[config.mk]
export PLATFORM = sky130hd
export DESIGN_NAME = s2mm_cmd_sink
export DESIGN_NICKNAME = d
export VERILOG_FILES = /design/src/rtl/s2mm_cmd_sink.sv
export SDC_FILE = /design/constraint.sdc
export NUM_CORES = 1
export LEC_CHECK = 0
export ABC_AREA = 1
export CAP_MARGIN = 40
export CORE_MARGIN = 3
export CORE_UTILIZATION = 45
export CTS_CLUSTER_DIAMETER = 120
export DETAILED_ROUTE_END_ITERATION = 7
export MAX_ROUTING_LAYER = met4
export PLACE_DENSITY = 0.71
export SYNTH_ARGS = -nofsm -noshare
export SYNTH_HDL_FRONTEND = slang
export SYNTH_SLANG_ARGS = --single-unit
[constraint.sdc]
create_clock -name clk -period 7.9 [get_ports clk]
set_input_delay 1.185 -clock clk [delete_from_list [all_inputs] [get_ports clk]]
set_output_delay 1.185 -clock clk [all_outputs]
set_load 0.01 [all_outputs]
[src/rtl/s2mm_cmd_sink.sv]
// rtl/s2mm_cmd_sink.sv - S2MM sink: command FIFO, beat-to-address binding, write port and per-command status
module s2mm_cmd_sink #(
  parameter int DATA_W    = 256,
  parameter int CMD_DEPTH = 4,
  parameter int ERRCNT_W  = 16
) (
  input  logic                clk,
  input  logic                rst_n,
  input  logic                s_axis_s2mm_cmd_tvalid,
  output logic                s_axis_s2mm_cmd_tready,
  input  logic [103:0]        s_axis_s2mm_cmd_tdata,
  input  logic                s_axis_s2mm_tvalid,
  output logic                s_axis_s2mm_tready,
  input  logic [DATA_W-1:0]   s_axis_s2mm_tdata,
  input  logic                s_axis_s2mm_tlast,
  output logic                m_axis_s2mm_sts_tvalid,
  input  logic                m_axis_s2mm_sts_tready,
  output logic [7:0]          m_axis_s2mm_sts_tdata,
  output logic                wr_en,
  output logic [63:0]         wr_addr,
  output logic [DATA_W-1:0]   wr_data,
  output logic                busy,
  output logic [ERRCNT_W-1:0] err_cnt
);

  localparam int AW        = $clog2(CMD_DEPTH);
  localparam int BEAT_B    = DATA_W / 8;

  typedef enum logic [2:0] {S_IDLE, S_LOAD, S_DATA, S_DRAIN, S_STS} state_t;

  typedef struct packed {
    logic [3:0]  tag;
    logic [63:0] saddr;
    logic [22:0] btt;
  } cmd_t;

  state_t              state_q, state_d;
  cmd_t                fifo_mem [CMD_DEPTH];
  cmd_t                cmd_in, cmd_q;
  logic [AW:0]         wr_ptr_q, rd_ptr_q;
  logic                rdy_q;
  logic                fifo_empty, fifo_full;
  logic                cmd_push, cmd_pop;
  logic                data_rdy, beat_hs, sts_accept;
  logic [3:0]          tag_q;
  logic [63:0]         addr_q;
  logic [17:0]         beats_left_q, beats_calc;
  logic                slverr_q, decerr_q, interr_q, okay;
  logic                wr_en_q;
  logic [63:0]         wr_addr_q;
  logic [DATA_W-1:0]   wr_data_q;
  logic [ERRCNT_W-1:0] err_cnt_q;
  logic                unused_cmd_bits;

  assign cmd_in.tag   = s_axis_s2mm_cmd_tdata[99:96];
  assign cmd_in.saddr = s_axis_s2mm_cmd_tdata[95:32];
  assign cmd_in.btt   = s_axis_s2mm_cmd_tdata[22:0];
  assign unused_cmd_bits = ^{s_axis_s2mm_cmd_tdata[103:100], s_axis_s2mm_cmd_tdata[31:23]};

  // Extra pointer bit distinguishes full from empty when the index bits match.
  assign fifo_empty = (wr_ptr_q == rd_ptr_q);
  assign fifo_full  = (wr_ptr_q[AW] != rd_ptr_q[AW]) && (wr_ptr_q[AW-1:0] == rd_ptr_q[AW-1:0]);
  assign s_axis_s2mm_cmd_tready = rdy_q & ~fifo_full;
  assign cmd_push   = s_axis_s2mm_cmd_tvalid & s_axis_s2mm_cmd_tready;

  assign beats_calc = 18'(({1'b0, cmd_q.btt} + 24'd31) >> 5);
  assign okay       = ~(slverr_q | decerr_q | interr_q);

  always_ff @(posedge clk) begin
    if (!rst_n) state_q <= S_IDLE;
    else        state_q <= state_d;
  end

  always_comb begin
    state_d = state_q;
    case (state_q)
      S_IDLE:  if (!fifo_empty) state_d = S_LOAD;
      S_LOAD:  if (cmd_q.btt == '0 || cmd_q.saddr[4:0] != '0) state_d = S_STS;
               else state_d = S_DATA;
      S_DATA:  if (beat_hs) begin
                 if (s_axis_s2mm_tlast)        state_d = S_STS;
                 else if (beats_left_q == 18'd1) state_d = S_DRAIN;
               end
      S_DRAIN: if (data_rdy && s_axis_s2mm_tvalid && s_axis_s2mm_tlast) state_d = S_STS;
      S_STS:   if (m_axis_s2mm_sts_tready) state_d = S_IDLE;
      default: state_d = S_IDLE;
    endcase
  end

  always_comb begin
    cmd_pop    = (state_q == S_IDLE) && !fifo_empty;
    data_rdy   = (state_q == S_DATA) || (state_q == S_DRAIN);
    beat_hs    = (state_q == S_DATA) && s_axis_s2mm_tvalid;
    sts_accept = (state_q == S_STS) && m_axis_s2mm_sts_tready;
  end

  always_ff @(posedge clk) begin
    if (cmd_push) fifo_mem[wr_ptr_q[AW-1:0]] <= cmd_in;
  end

  always_ff @(posedge clk) begin
    if (!rst_n) begin
      wr_ptr_q     <= '0;
      rd_ptr_q     <= '0;
      rdy_q        <= 1'b0;
      cmd_q        <= '0;
      tag_q        <= '0;
      addr_q       <= '0;
      beats_left_q <= '0;
      slverr_q     <= 1'b0;
      decerr_q     <= 1'b0;
      interr_q     <= 1'b0;
      wr_en_q      <= 1'b0;
      wr_addr_q    <= '0;
      wr_data_q    <= '0;
      err_cnt_q    <= '0;
    end else begin
      rdy_q   <= 1'b1;
      wr_en_q <= beat_hs;
      if (cmd_push) wr_ptr_q <= wr_ptr_q + 1'b1;
      if (cmd_pop) begin
        rd_ptr_q <= rd_ptr_q + 1'b1;
        cmd_q    <= fifo_mem[rd_ptr_q[AW-1:0]];
      end
      if (state_q == S_LOAD) begin
        tag_q        <= cmd_q.tag;
        addr_q       <= cmd_q.saddr;
        beats_left_q <= beats_calc;
        interr_q     <= (cmd_q.btt == '0);
        decerr_q     <= (cmd_q.saddr[4:0] != '0);
        slverr_q     <= 1'b0;
      end
      if (beat_hs) begin
        wr_addr_q    <= addr_q;
        wr_data_q    <= s_axis_s2mm_tdata;
        addr_q       <= addr_q + 64'(BEAT_B);
        beats_left_q <= beats_left_q - 1'b1;
        // Early tlast and missing tlast are both a length mismatch.
        if (s_axis_s2mm_tlast != (beats_left_q == 18'd1)) slverr_q <= 1'b1;
      end
      if (sts_accept && !okay && err_cnt_q != '1) err_cnt_q <= err_cnt_q + 1'b1;
    end
  end

  assign s_axis_s2mm_tready     = data_rdy;
  assign m_axis_s2mm_sts_tvalid = (state_q == S_STS);
  assign m_axis_s2mm_sts_tdata  = (state_q == S_STS) ? {okay, slverr_q, decerr_q, interr_q, tag_q} : 8'h00;
  assign wr_en   = wr_en_q;
  assign wr_addr = wr_addr_q;
  assign wr_data = wr_data_q;
  assign busy    = (state_q != S_IDLE) | ~fifo_empty;
  assign err_cnt = err_cnt_q;

endmodule

# ---- Word level (Yosys, flattened, before mapping)
# Memory sizes are Yosys's and may differ from the RTL's. A register that Yosys moved wholly into a read port is not among the register bits.
# Cells that the tools add are included.
dict set report totals {
  regBits 436
  latch_bits 0
  ramBits 364
  rom_bits 0
  inputBits 366
  out_inout_bits 349
  elab_cells 81
  memories 1
}
# name depth width rd rd_clocked_by_memory_dff write_ports line
set mem_list {}
lappend mem_list {fifo_mem 4 91 1 1 1 38} ;# cmd_t fifo_mem [CMD_DEPTH];
dict set report classes {
  n_addsub 6
  n_mul 0
  div 0
  order_cmp 0
  n_eq_ne 15
  shifts 0
  muxes 19
  bitwise 8
  n_reduce_logical 18
}
# operator n
set ops {}
lappend ops {{$mux W64} 2}
lappend ops {{$add A64 B6 Y64 const B} 1}
lappend ops {{$mux W18} 2}
lappend ops {{$add A23 B5 Y23 const B} 1}
lappend ops {{$logic_not A23 Y1} 1}
lappend ops {{$mux W3} 7}
lappend ops {{$eq A18 B1 Y1 const B} 1}
lappend ops {{$sub A18 B1 Y18 const B} 1}
lappend ops {{$add A16 B1 Y16 const B} 1}
lappend ops {{$ne A16 B16 Y1 const B} 1}
lappend ops {{$pmux W3 S5} 1}
lappend ops {{$logic_and A1 B1 Y1} 8}
lappend ops {{$mux W8} 1}
lappend ops {{$add A3 B1 Y3 const B} 2}
lappend ops {{$eq A3 B2 Y1 const B} 2}
lappend ops {{$mux W1} 6}
lappend ops {{$ne A2 B2 Y1 const B} 3}
lappend ops {{$reduce_and A5 Y1} 1}
lappend ops {{$reduce_bool A5 Y1} 1}
lappend ops {{$eq A3 B1 Y1 const B} 1}
lappend ops {{$eq A3 B3 Y1} 1}
lappend ops {{$eq A3 B3 Y1 const B} 1}
lappend ops {{$logic_not A3 Y1} 1}
lappend ops {{$ne A3 B3 Y1 const B} 1}
lappend ops {{10 further kinds} 18}

# ---- Depth between registers and ports, before layout
# Gate-level depths: netlist (run 1).
dict set report logic_depth {
  word_depth 7
  mapped_depth 12
  mapped_depth_nobuf 12
}

# ---- Worst setup path after synthesis (run 1)
# No wires, ideal clock.
dict set report synth_timing {
  kind {input -> register}
  start {in s_axis_s2mm_cmd_tvalid}
  end {mem fifo_mem[3][0] (netlist bit), enable pin}
  setup_ns 0.543
  arrival_time_ns 5.173
  t_required_ns 7.357
  setup_slack_ns 2.184
  cell_stages 2
  n_path_buf 0
  cell_sequence {nand2_1 -> nor2_1}
}
dict set report synth_between {
  elab_chain_len 3
}
# element line
set synth_rtl {}
lappend synth_rtl {{from (decl)} 9} ;# input logic s_axis_s2mm_cmd_tvalid,
lappend synth_rtl {{$and A1 B1 Y1} 64} ;# assign cmd_push = s_axis_s2mm_cmd_tvalid & s_axis_s2mm_cmd_tready;
lappend synth_rtl {{$mux W1} 98} ;# if (cmd_push) fifo_mem[wr_ptr_q[AW-1:0]] <= cmd_in;
lappend synth_rtl {{$mux W1 (not written as such)} 98}
lappend synth_rtl {{to (decl)} 38}
# Every way passes these cells.

# ---- Worst setup path after layout (run 1)
dict set report layout_timing {
  start {reg state_q[2]}
  end {out busy}
}
dict set report layout_between {
  elab_chain_len 2
}
# element line
set layout_rtl {}
lappend layout_rtl {{from (decl)} 37} ;# state_t state_q, state_d;
lappend layout_rtl {{from (signal assigned)} 71} ;# else state_q <= state_d;
lappend layout_rtl {{$reduce_bool A3 Y1} 151} ;# assign busy = (state_q != S_IDLE) | ~fifo_empty;
lappend layout_rtl {{$or A1 B1 Y1} 151}
lappend layout_rtl {{to (decl)} 22} ;# output logic busy,
# Every way passes these cells.

==> metrics.txt, run 1 <==
synth warn 0; dpl hpwl roughly 90000 µm; share of layout cells above drive strength 1 4.90%; First-pass DRT Iterations 5; number of synthesized register bits 891; Rows 101; Max VDD drop 0.287 mV; leading area contributor after synthesis edfxtp_1; Gate power share 26.6%; sequential share of power 42.0%; Area Overhead vs Synth 31.2%; Hold Crit Start tag_q[2]$_SDFFE_PN0P_; Chip Height 286 µm; final setup violation count 0; top-count cell post-synth nor2_1; CTS resizes 0; CP required 6710 ps; syn_area_per_cell 8.90 µm²; DRC errors left 0; cell-by-cell trace of the critical path nor3_1 -> nand4_1 -> clkdlybuf4s50_1; Worst Path Max Fanout 5; sw power 0.00481 W; Final GP Congestion 0.984; setup TNS 0 ps; routed len/inst 22.5 µm; RR Endpoint addr_q[20]$_SDFFE_PN0P_; Setup crit start state_q[2]$_SDFFE_PN0P_; Setup CP Type flop to output pin; Buffers on Ports 701; RSZ-0062 raised after global routing false; PD cells approximately 310 nW/µm²; Initial Util a little under half; Crit. End Element output pin; fmax roughly 250 MHz; WL final 128000 µm; library cells used by synthesis 45; reg2reg start state_q[0]$_SDFFE_PN0P_; syn nets around 4300; CP arrival 2800 ps; CTS hold repair buffers 0; gr usage total between 30 and 40%; Fin. Hold Viols 0; Gate Count Post-Synth 3953; H-tree depth 3; top cells by area, synth edfxtp_1, dfxtp_1, nor2_1; Hold Path Sink tag_q[2]$_SDFFE_PN0P_; Sinks on Clock Net 891; GRT Residual Overflow 0; Vias 30078; antenna-violating nets left 0; EDFF count, synth 364; flop2flop setup slack 4180 ps; fraction of registers with async set/reset 0%; # Post-CTS Setup Buffers 0; drt initial violations ~2700; Worst Hold Class flop to flop; Seq/Total Area, Yosys 61.1%; antenna violations before repair 22; Bufs on Longest Clock Path 3; Slew Viols, Final 0; fillers 6699; CP max stage cell nor3_1; Placeable Area around 77000 µm²; status complete, no violations; Largest stage delay, worst path around 740 ps; CTS tree yes; Worst-path clk slew 60 ps; Final min period 3990 ps; full die area a little over 80000 µm²; Post-synth top cells nor2_1, o21ai_0, dfxtp_1; Slew HR about a fifth; Clk pwr share 31.4%; vias in the first global route 27517; Layout Skew 18.6 ps; Clock Latency Late Sink 660 ps; first-pass GRT wire length 184000 µm; synthesized area 35200 µm²; pin count of the biggest net entering global routing 210; vias per std cell 5.29; nets@finish 4926; chip width 286 µm; post-synth top area share 31.1%; CTS root buf clkbuf_16; IO Pins ~720; CP Launch Type flop; Worst Reg-to-Reg Cells 8; period utilisation layout 50.5%; Pint 0.00936 W; Hold Path Stages 2; Tot Pwr 0.0142 W; dominant synthesized flop cell dfxtp_1; leakage power approximately 16 nW; switch share 33.9%; maxcap violations 0; Slew @ Worst Pin 1190 ps; CTS Buf Count 94
layer usage:
metal	part of all wire [%]	vias to the layer above	global-route usage, %	routed length (µm)
met5	0	-	-	0
met1	40	14096	39.0	51700
met4	3.4	0	10.8	4360
li1	-	14580	-	-
met2	42	1199	42.9	53200
met3	15	203	16.6	18600
state kept, by name, summed over array words and instances (netlist names), 3 cells and up:
register / cells
rd_ptr_q: 3
state_q: 3
wr_ptr_q: 3
tag_q: 4
cmd_q: 91
fifo_mem: 364
beats_left_q: 18
err_cnt: 16
addr_q: 64
wr_data: 256
wr_addr: 64
cells in the final DEF (no fill, tap or decap), types with 6 or more instances in the layout:
master and count:
nor2_1 1133, clkdlybuf4s50_1 700, o21ai_0 650, dfxtp_1 525
edfxtp_1 364, nand2_1 358, inv_1 144, a31oi_1 120
nand3_1 100, a21oi_1 97, clkbuf_16 96, nor3_1 52
nand4_1 35, clkbuf_1 29, buf_4 24, diode_2 21
clkinv_2 21, xor2_1 15, o211a_1 13, clkbuf_8 12
ha_1 10, a211oi_1 9, buf_2 9, buf_12 8
nor2_4 7, nor2_2 7, bufinv_16 7, xnor2_1 6
or2_2 6, nand3b_1 6, clkinv_1 6
worst max-delay path by stage:
stage                                     endpoint  slack [ps]  cells past startpoint
final                                         busy        3910                      3
after global routing                          busy        3800                      3
after CTS                                     busy        3890                      3
after detailed placement   addr_q[20]$_SDFFE_PN0P_        3430                      9
after global placement     addr_q[20]$_SDFFE_PN0P_        3430                      9
after floorplan           fifo_mem[3][0]$_DFFE_PP_        2180                      2
final cells by class:
type                            instances  area [µm²]  share of cell area, %
Antenna cell                           21        52.6                  0.114
Clock buffer                          137        2680                   5.80
Clock inverter                         41         448                  0.971
Inverter                              152         591                   1.28
Multi-Input combinational cell       2666       12100                   26.3
Sequential cell                       891       21500                   46.6
Tap cell                             1030        1290                   2.79
Timing Repair Buffer                  745        7490                   16.2
power by group through the flow:
stage,clock [W],combinational (W),sequential (W)
2_1_floorplan,0,0.00230,0.00591
3_3_place_gp,0,0.00361,0.00601
3_5_place_dp,0,0.00372,0.00603
4_1_cts,0.00451,0.00374,0.00594
5_1_grt,0.00471,0.00419,0.00603
6_report,0.00444,0.00377,0.00596
worst max-delay path: cells and delay by family, from the launching register on:
kind                   cells  cell delay [ps]
flip-flops                 1              370
buffers and inverters      1              600
AND/OR/NAND/NOR            2             1180
through the flow:
step	std cells	setup slack, ps	area (µm²)	hold slack [ps]	util (%)
2_1_floorplan	3953	2180	35200	430	-
3_5_place_dp	5484	3430	43000	454	56.0
6_report	5683	3910	46200	458	60.2
5_1_grt	5681	3800	46100	482	60.2
4_1_cts	5662	3890	46100	461	60.1
3_3_place_gp	5465	3430	42700	446	55.7
cell families after synthesis:
| logic type | Yosys count | synth area share [%] |
|---|---|---|
| compound gates | 912 | 13.8 |
| xor+xnor | 21 | 0.523 |
| fa+ha+maj | 10 | 0.356 |
| buf+inv | 396 | 4.62 |
| flops | 891 | 61.1 |
| simple gates | 1723 | 19.7 |
Note: power is estimated with default switching activity, not from simulation.
==> run 2: changes to the inputs <==
PLACE_DENSITY = 0.74   (was 0.71)
clock period = 3.5 ns   (was 7.9 ns; I/O delays follow)
==> metrics.txt, run 2 (synthesis gave the netlist of run 1 again) <==
status complete, no violations; Reg area 21500 µm²; gr usage total 31.6%; multi-input logic area 12100 µm²; GRT Residual Overflow 0; Max VDD drop ~0.6 mV; Hold Crit Start rst_n; CTS Buf Count 93; CTS tree yes; DRC errors left 0; Worst Path Max Fanout 6; Area Overhead vs Synth 31.4%; PD cells 698 nW/µm²; CTS hold repair buffers 0; Worst Reg-to-Reg Cells 5; vias per std cell roughly 5.4; full die area just over 80000 µm²; Rows 101; Cells after DPL ~5500; Final min period 3220 ps; CTS resizes 0; Setup CP Type flop to output pin; IO Pins 715; critical path buffer and inverter count 1; Chip Height 286 µm; H-tree depth 3; placed cell area about 43000 µm²; RSZ-0062 raised after global routing false; Vias 30516; flop2flop setup slack 970 ps; CP arrival 2700 ps; nets@finish around 4900; maxcap violations 0; final instance area approximately 46000 µm²; Crit. End Element output pin; CP Launch Type flop; dpl hpwl 92300 µm; chip width 286 µm; # Post-CTS Setup Buffers 0; Slew HR 25.8%; cell-by-cell trace of the critical path nor3_1 -> nand4_1 -> clkdlybuf4s50_1; post-route insts no fill 5670; Slew @ Worst Pin 1110 ps; family with the most delay on the worst path simple AND/OR/NAND/NOR gates; final setup violation count 0; CTS root buf clkbuf_16; Largest stage delay, worst path 610 ps; leakage power about 16 nW; Largest register FFs 364; most common cell after layout, fill and taps aside nor2_1; vias in the first global route 27412; reg2reg start rd_ptr_q[0]$_SDFFE_PN0P_; fmax 311 MHz; CP required just under 3000 ps; Slew Viols, Final 0; CP max stage cell nor3_1; Worst Hold Class primary input to flop; Fin. Hold Viols 0; Final Util 60.3%; Hold Path Sink cmd_q[62]$_SDFFE_PN0P_; antenna violations before repair 18; Initial Util 45.9%; share of layout cells above drive strength 1 4.91%; First-pass DRT Iterations 6; routed len/inst 22.9 µm; WL final 130000 µm; period utilisation layout 92.0%; antenna-violating nets left 0; Layout Skew 22.4 ps; most frequent cells in the layout nor2_1, clkdlybuf4s50_1, o21ai_0; RR Endpoint cmd_q[66]$_SDFFE_PN0P_; Buffers on Ports 701; Final GP Congestion 0.988; pin count of the biggest net entering global routing 185; Worst-path clk slew 60 ps; drt initial violations 2906; Crit path depth 3; Clock Latency Late Sink 660 ps; Sinks on Clock Net between 800 and 900; Hold Path Stages 3; Placeable Area ~77000 µm²; Bufs on Longest Clock Path 3; first-pass GRT wire length 186000 µm; fillers 6529
[run 2: tightest hold or removal path, stage by stage]
cell and delay, ps:
buf_8 200, o21ai_0 120, a31oi_1 40
[run 2: worst max-delay path by stage]
stage,startpoint,to,slack [ps]
after floorplan,rd_ptr_q[2]$_SDFFE_PN0P_,fifo_mem[3][0]$_DFFE_PP_,-300
after global placement,s_axis_s2mm_tvalid,addr_q[20]$_SDFFE_PN0P_,760
after detailed placement,s_axis_s2mm_tvalid,addr_q[20]$_SDFFE_PN0P_,770
after CTS,state_q[0]$_SDFFE_PN0P_,busy,240
after global routing,state_q[0]$_SDFFE_PN0P_,busy,140
final,state_q[0]$_SDFFE_PN0P_,busy,280
[run 2: report_power, final]
group / total (W) / internal (W) / leakage, nW / switching (W)
clock: 0.0101 / 0.00593 / 1.55 / 0.00420
combinational: 0.00873 / 0.00318 / 7.22 / 0.00555
sequential: 0.0134 / 0.0122 / 7.59 / 0.00121
total: 0.0323 / 0.0213 / 16.4 / 0.0110
[run 2: per-layer routing]
layer	GRT usage [%]	share of wire (%)	routed length [µm]	vias up
met1	41.1	41	53100	14514
met3	13.2	13	17300	170
met4	7.77	2.5	3230	0
met2	45.8	43	56400	1278
met5	-	0	0	-
li1	-	-	-	14554
[run 2: stage by stage]
step                setup slack (ps)  TNS [ps]  power (W)  hold slack (ps)
finish                           280         0     0.0323              297
global route                     137         0     0.0339              277
CTS                              244         0     0.0323              255
detailed placement               767         0     0.0222              448
global placement                 763         0     0.0219              442
floorplan                       -296   -102840     0.0185              430
[run 2: cell type report]
type	instances	area share (%)
multi-input cells	2666	26.2
flip-flops and latches	891	46.5
repair buffers	743	16.4
inverters	152	1.28
clock buffers	134	5.69
clock inverters	41	1.10
diodes	13	0.0704
well taps	1030	2.79
